[config.mk]
export PLATFORM = sky130hd
export DESIGN_NAME = wb_stage
export DESIGN_NICKNAME = d
export VERILOG_FILES = /design/src/rtl/pipe_pkg.sv /design/src/rtl/wb_fwd_mux.sv /design/src/rtl/wb_stage.sv
export SDC_FILE = /design/constraint.sdc
export NUM_CORES = 1
export LEC_CHECK = 0
export ABC_AREA = 1
export BUFFER_PORTS_ARGS = -buffer_cell sky130_fd_sc_hd__buf_2
export CORE_ASPECT_RATIO = 1.5
export CORE_MARGIN = 2
export CORE_UTILIZATION = 50
export DETAILED_ROUTE_END_ITERATION = 6
export GPL_TIMING_DRIVEN = 0
export PLACE_DENSITY = 0.89
export SLEW_MARGIN = 20
export SYNTH_ARGS = -nofsm -noshare
export SYNTH_HDL_FRONTEND = slang
export SYNTH_HIERARCHICAL = 1
export SYNTH_SLANG_ARGS = --single-unit
[constraint.sdc]
create_clock -name clk -period 2.15 [get_ports clk]
set_input_delay 0.43 -clock clk [delete_from_list [all_inputs] [get_ports clk]]
set_output_delay 0.43 -clock clk [all_outputs]
set_load 0.01 [all_outputs]
[src/rtl/pipe_pkg.sv]
// Shared pipeline constants and forwarding-select encodings.
package pipe_pkg;
   localparam int DATA_W = 32;
   localparam int REG_AW = 5;

   typedef enum logic [1:0] {
      FWD_NONE = 2'b00,
      FWD_WB   = 2'b01,
      FWD_HIST = 2'b10
   } fwd_sel_e;
endpackage

[src/rtl/wb_fwd_mux.sv]
// Single-operand forwarding compare/select: WB result beats the one-entry history.
// Purely combinational; register 0 never forwards.
module wb_fwd_mux
   import pipe_pkg::*;
#(
   parameter int DATA_W = pipe_pkg::DATA_W,
   parameter int REG_AW = pipe_pkg::REG_AW
) (
   input  logic [REG_AW-1:0] src_i,
   input  logic              wb_we_i,
   input  logic [REG_AW-1:0] wb_addr_i,
   input  logic [DATA_W-1:0] wb_data_i,
   input  logic              hist_v_i,
   input  logic [REG_AW-1:0] hist_addr_i,
   input  logic [DATA_W-1:0] hist_data_i,
   output logic [1:0]        sel_o,
   output logic [DATA_W-1:0] data_o
);
   logic src_nz;

   assign src_nz = (src_i != '0);

   always_comb begin
      sel_o  = FWD_NONE;
      data_o = '0;
      if (src_nz && wb_we_i && (wb_addr_i == src_i)) begin
         sel_o  = FWD_WB;
         data_o = wb_data_i;
      end else if (src_nz && hist_v_i && (hist_addr_i == src_i)) begin
         sel_o  = FWD_HIST;
         data_o = hist_data_i;
      end
   end
endmodule

[src/rtl/wb_stage.sv]
// Write-back stage: data select, write qualification, one-entry history, EX forwarding,
// and retire/squash event counters.
module wb_stage
   import pipe_pkg::*;
#(
   parameter int DATA_W = pipe_pkg::DATA_W,
   parameter int REG_AW = pipe_pkg::REG_AW,
   parameter int CNT_W  = 32
) (
   input  logic              clk,
   input  logic              rst_n,
   input  logic [DATA_W-1:0] dout_mem,
   input  logic [DATA_W-1:0] result_mem,
   input  logic              MemtoReg_mem,
   input  logic              RegWrite_mem,
   input  logic [REG_AW-1:0] towrite_mem,
   input  logic              valid_mem,
   input  logic              squash,
   input  logic [REG_AW-1:0] src_a,
   input  logic [REG_AW-1:0] src_b,
   output logic [DATA_W-1:0] wb_data,
   output logic [REG_AW-1:0] wb_addr,
   output logic              wb_we,
   output logic [1:0]        fwd_sel_a,
   output logic [DATA_W-1:0] fwd_data_a,
   output logic [1:0]        fwd_sel_b,
   output logic [DATA_W-1:0] fwd_data_b,
   output logic [CNT_W-1:0]  retire_cnt,
   output logic [CNT_W-1:0]  squash_cnt
);
   logic              hist_v_q;
   logic [REG_AW-1:0] hist_addr_q;
   logic [DATA_W-1:0] hist_data_q;
   logic [CNT_W-1:0]  retire_q, retire_d;
   logic [CNT_W-1:0]  squash_q, squash_d;

   assign wb_data = MemtoReg_mem ? dout_mem : result_mem;
   assign wb_addr = towrite_mem;
   // rst_n gates the enable so an in-flight write cannot escape during reset.
   assign wb_we   = rst_n & valid_mem & RegWrite_mem & ~squash & (towrite_mem != '0);

   always_comb begin
      retire_d = retire_q;
      squash_d = squash_q;
      if (valid_mem && !squash) retire_d = retire_q + CNT_W'(1);
      if (valid_mem && squash)  squash_d = squash_q + CNT_W'(1);
   end

   always_ff @(posedge clk or negedge rst_n) begin
      if (!rst_n) begin
         hist_v_q    <= 1'b0;
         hist_addr_q <= '0;
         hist_data_q <= '0;
         retire_q    <= '0;
         squash_q    <= '0;
      end else begin
         hist_v_q    <= wb_we;
         hist_addr_q <= wb_addr;
         hist_data_q <= wb_data;
         retire_q    <= retire_d;
         squash_q    <= squash_d;
      end
   end

   assign retire_cnt = retire_q;
   assign squash_cnt = squash_q;

   wb_fwd_mux #(.DATA_W(DATA_W), .REG_AW(REG_AW)) u_fwd_a (
      .src_i       (src_a),
      .wb_we_i     (wb_we),
      .wb_addr_i   (wb_addr),
      .wb_data_i   (wb_data),
      .hist_v_i    (hist_v_q),
      .hist_addr_i (hist_addr_q),
      .hist_data_i (hist_data_q),
      .sel_o       (fwd_sel_a),
      .data_o      (fwd_data_a)
   );

   wb_fwd_mux #(.DATA_W(DATA_W), .REG_AW(REG_AW)) u_fwd_b (
      .src_i       (src_b),
      .wb_we_i     (wb_we),
      .wb_addr_i   (wb_addr),
      .wb_data_i   (wb_data),
      .hist_v_i    (hist_v_q),
      .hist_addr_i (hist_addr_q),
      .hist_data_i (hist_data_q),
      .sel_o       (fwd_sel_b),
      .data_o      (fwd_data_b)
   );
endmodule

# After elaboration in Yosys (flattened, before gate mapping)

Cells that the tools add are included.
W data, S select, Z words.

Word-level logic and storage cells: 39
Memories: 0
Bits in writable memories: 0
Bits in latches: 0
Bits in registers: 102
Output and inout port bits: 170
Bits of input ports: 85
ROM bits: 0

Muxes and demuxes: 9
Add/sub/neg operators: 2
Shifts and indexed selects: 0
$mul: 0
Bitwise logic cells: 5
Divide/modulo/power cells: 0
Eq/ne operators: 4
Reductions and logical operators: 14
Order comparisons: 0

Operators by type and width:

| operator                | count |
|---|---|
| $mux W32                | 5 |
| $add A32 B1 Y32 const B | 2 |
| $eq A5 B5 Y1            | 4 |
| $reduce_bool A5 Y1      | 3 |
| $logic_and A1 B1 Y1     | 10 |
| $mux W2                 | 4 |
| $and A1 B1 Y1           | 4 |
| $logic_not A1 Y1        | 1 |
| $not A1 Y1              | 1 |

# Logic depth before layout (Yosys ltp)

Depth in word-level cells: 7
Depth in mapped cells: 12

# By module

Netlist, hierarchy kept.

Modules (own cells, without submodules):

| module     | cells an instance | area each (µm²) | instances |
|---|---|---|---|
| wb_stage   | 505               | 4,848.4         | 1 |
| wb_fwd_mux | 167               | 1,051.0         | 2 |

# Worst setup path before layout

No wires, ideal clock.

Kind: input to output
From: input port squash
To: output port fwd_data_a[10]
Slack: 0.035 ns
Data required time: 1.720 ns
Stages: 11
Data arrival time: 1.685 ns
Path buffers: 1
Cell sequence: inv_1 -> nand2_4 -> clkinv_2 -> nand4_1 -> inv_1 -> a21boi_1 -> nand2_1 -> nor2_4 -> buf_2 -> nand3_1 -> nand2_1

Longest elaborated chain between the ends: 6

Ends and longest elaborated chain:

| element                          | RTL line         | source |
|---|---|---|
| start: declaration               | wb_stage.sv:18   | `input logic squash,` |
| $not A1 Y1                       | wb_stage.sv:40   | `assign wb_we = rst_n & valid_mem & RegWrite_mem & ~squash & (towrite_mem != '0);` |
| $and A1 B1 Y1 (2 in a row)       | wb_stage.sv:40   |  |
| named net wb_we                  | wb_stage.sv:23   | `output logic wb_we,` |
| $logic_and A1 B1 Y1 (2 in a row) | wb_fwd_mux.sv:26 | `if (src_nz && wb_we_i && (wb_addr_i == src_i)) begin` |
| $mux W32                         | wb_fwd_mux.sv:26 |  |
| end: declaration                 | wb_stage.sv:25   | `output logic [DATA_W-1:0] fwd_data_a,` |

The timed path passes the listed nets, and every way through them passes these cells.

# Final worst setup path

From: input port squash
To: output port fwd_data_b[6]

Longest elaborated chain between the ends: 6

Ends and longest elaborated chain:

| element                          | RTL line         | source |
|---|---|---|
| $not A1 Y1                       | wb_stage.sv:40   |  |
| $and A1 B1 Y1 (2 in a row)       | wb_stage.sv:40   |  |
| $logic_and A1 B1 Y1 (2 in a row) | wb_fwd_mux.sv:26 |  |
| $mux W32                         | wb_fwd_mux.sv:26 |  |
| end: declaration                 | wb_stage.sv:27   | `output logic [DATA_W-1:0] fwd_data_b,` |

No other way between the ends.

==> summary.txt <==
Status
  • Status: finished, violations left
  • Failing checks: setup timing

Clocking
  • Root buffer cell: clkbuf_16
  • Number of buffers created by CTS: 9
  • Clock transition at path regs: about 0.080 ns
  • Hold_buf cts: 0
  • Max clock buf depth: 2
  • CTS tree: done
  • Clk sink count: 102
  • Htree depth: 3
  • Clock Latency Late Sink: between 0.3 and 0.4 ns

Finish
  • Share of layout cells above drive strength 1: around half
  • Layout Area Growth over Synthesis: 47.7%
  • Post-route cell area: between 10000 and 15000 um^2
  • Commonest non-fill, non-tap cells in the layout: buf_2 (220), nand2_1 (177), dfrtp_1 (102)
  • Finished Layout Cells: roughly 1300
  • NumNets Final: 1240
  • Fillers: 872
  • Commonest non-fill, non-tap cell in the layout: buf_2

Logic synthesis
  • Synth area leader: dfrtp_1
  • Cell variety after synth: 36
  • Ys flop type: dfrtp_1
  • Async set-reset flop share out of synthesis: 100%
  • Ranking of synthesized cells by area: dfrtp_1 (37%), nand2_1 (11%), nand3_2 (9.5%)
  • Syn_area_per_cell: 8.28 um^2
  • Post-synth EDFFs: 0
  • Synth Net Count: 926
  • #FFs+latches synth: 102
  • Post-synth design cell area: ~7000 um^2
  • YS warnings: 6
  • Mapped Cells: 839
  • Top cell type's share of synthesized area: 36.7%
  • Sequential share of the synthesized area: 36.7%

Worst setup path
  • Slowest stage delay, CP: between 0.3 and 0.4 ns
  • Crit-path slowest cell: bufbuf_16
  • CP Launch Type: input pin
  • Reg-to-reg endpoint: retire_cnt[22]
  • CP Class: input pin to output port
  • Worst EP required: 1.72 ns
  • Worst EP arrival: 2.09 ns
  • Critical Path, Cell by Cell: buf_8 > inv_4 > nand2_4 > clkinv_4 > nand4_1 > inv_2 > a21boi_4 > nand2_2 > nor2_4 > buf_12 > nand2_8 > bufbuf_16 > nand3_2 > nand2_1 > buf_4
  • Critical Path End: fwd_data_b[6]
  • Reg-to-reg slack, setup: approximately 0.54 ns
  • R2R Path Start: retire_cnt[0]
  • CP Capture Type: output port
  • Worst r2r path cells: 7
  • Peak fanout along the critical path: 6
  • CP startpoint: squash

Power
  • P_leak: 5.24 nW
  • Worst vdd ir: 0.000361 V
  • Power per cell area: 494 nW/um^2

Drt
  • Final ANT Viol Nets: 0
  • Routed wire length: 28.4 mm
  • First-pass iteration count of the detailed router: 5
  • DR vias: 7734
  • WL per Instance: between 20 and 25 um
  • DR iter-0 viols: 441
  • Routed vias/inst: 5.85
  • Residual DRC: 0

Floorplanning
  • Total Die Area: 14900 um^2
  • Chip height: 148 um
  • CORE AREA: 13500 um^2
  • Die width: 100 um
  • FP Rows: 52
  • IO Count: 255
  • Starting Density: 51.4%

STA
  • RSZ-0062 raised after global routing: yes
  • Rel. slew slack: between 70% and 80%
  • Worst setup margin: -0.370 ns
  • Minimum clock period: 2.52 ns
  • Fin crit share: 117%
  • Final setup vio count: 69
  • Worst Skew: 0.0141 ns
  • Maximum clock rate: 397 MHz
  • Worst Tran Pin Value: 0.363 ns
  • Max Slew Vio Count: 0
  • Count of final hold-check violations: 0

GRT
  • Initial antenna violation count: 6
  • Vias in the first global route: 7346
  • Largest net degree at the start of global routing: 37
  • Total Routing Usage GR: 32.4%
  • Grt ovf: 0
  • First-pass GRT wire length: 37.6 mm

Run
  • Max-Cap Viols: 0

Place
  • Post-DP HPWL: 16.1 mm
  • # placed instances: 1255
  • Post-DP Area: 8450 um^2
  • IO buf count: ~250
  • GP Congestion: 0.957

Worst hold path
  • Hold Path Class: input pin to async pin
-- stage by stage --
stage                     total power [W]  hold slack, ns  utilization, %  setup slack, ns  setup TNS [ns]
after detailed placement          0.00328           0.337            62.5           -0.799          -48.62
after CTS                         0.00500          0.0132            70.8           -0.291          -14.65
after global placement            0.00324           0.476            62.2            -2.02         -187.83
final                             0.00507          0.0274            75.9           -0.370          -16.10
after global routing              0.00528          0.0189            75.8           -0.421          -20.82
after floorplan                   0.00282           0.134               -           0.0346               0
-- how the worst min path moves through the flow --
stage	endpoint	slack [ns]	start	depth (start not counted)
2_1_floorplan	hist_addr_q[0]	0.13	rst_n	0
3_3_place_gp	retire_cnt[31]	0.48	retire_cnt[31]	2
3_5_place_dp	hist_data_q[22]	0.34	rst_n	1
4_1_cts	hist_data_q[12]	0.01	rst_n	1
5_1_grt	hist_data_q[29]	0.02	rst_n	1
6_report	hist_data_q[29]	0.03	rst_n	1
-- where the power goes --
part           switching, W  internal, W
clock network      0.000836     0.000816
registers          0.000229      0.00209
logic              0.000653     0.000449
total               0.00172      0.00335
-- worst max-delay path: cells and delay by family --
| kind | cells | cell delay [ns] |
|---|---|---|
| AOI/OAI and AO/OA | 1 | 0.18 |
| and+or+nand+nor | 7 | 0.59 |
| buffers and inverters | 7 | 0.87 |
-- cells in the mapped netlist (3+ instances only) --
master	instances
nand3_2	66
nor3_1	10
nand3_1	107
nand4_1	19
nor2_8	3
nand2_4	8
buf_2	15
buf_12	6
nand2_1	211
nor2_4	15
inv_1	68
mux2_2	30
buf_6	6
nor3_2	3
nor2_2	6
inv_2	16
xor2_1	21
nor2_1	61
nand2_2	15
buf_4	5
xnor2_1	23
dfrtp_1	102
clkinv_1	3
nand3b_1	4
-- logic make-up after synthesis --
kind of cell | share of synthesized area, %
buf+inv | 9.14
flops | 36.7
simple gates | 42.4
mux | 5.18
compound gates | 0.360
fa+ha+maj | 0.360
xor+xnor | 5.78
-- routing by layer --
layer,up-vias,GRT usage (%),routed length (um)
met4,10,17.5,1770
met1,3625,33.3,9230
met2,584,56.9,13800
met3,179,11.4,3470
met5,-,0,60
li1,3336,-,-
-- flip-flops by register name, summed over array words and instances, names as in the netlist --
register     cells
hist_addr_q      5
hist_data_q     32
squash_cnt      32
hist_v_q         1
retire_cnt      32
-- layout make-up --
type	count	area [um^2]	share of cell area [%]
repair buffers	304	2270	22.2
well taps	162	203	1.97
inverters	88	348	3.39
clock inverters	7	62.6	0.609
flip-flops and latches	102	2550	24.9
plain buffers	32	379	3.69
multi-input cells	616	4220	41.1
clock buffers	9	225	2.19
diodes	1	2.50	0.0244
-- repair_timing --
action,in CTS,in global routing
pin swaps,18,49
endpoints found under the hold margin,0,0
setup buffers,25,15
gates resized for setup,96,119
endpoints found under the setup margin,68,68
gates cloned,10,5
Power figures use the tool's default switching activity.
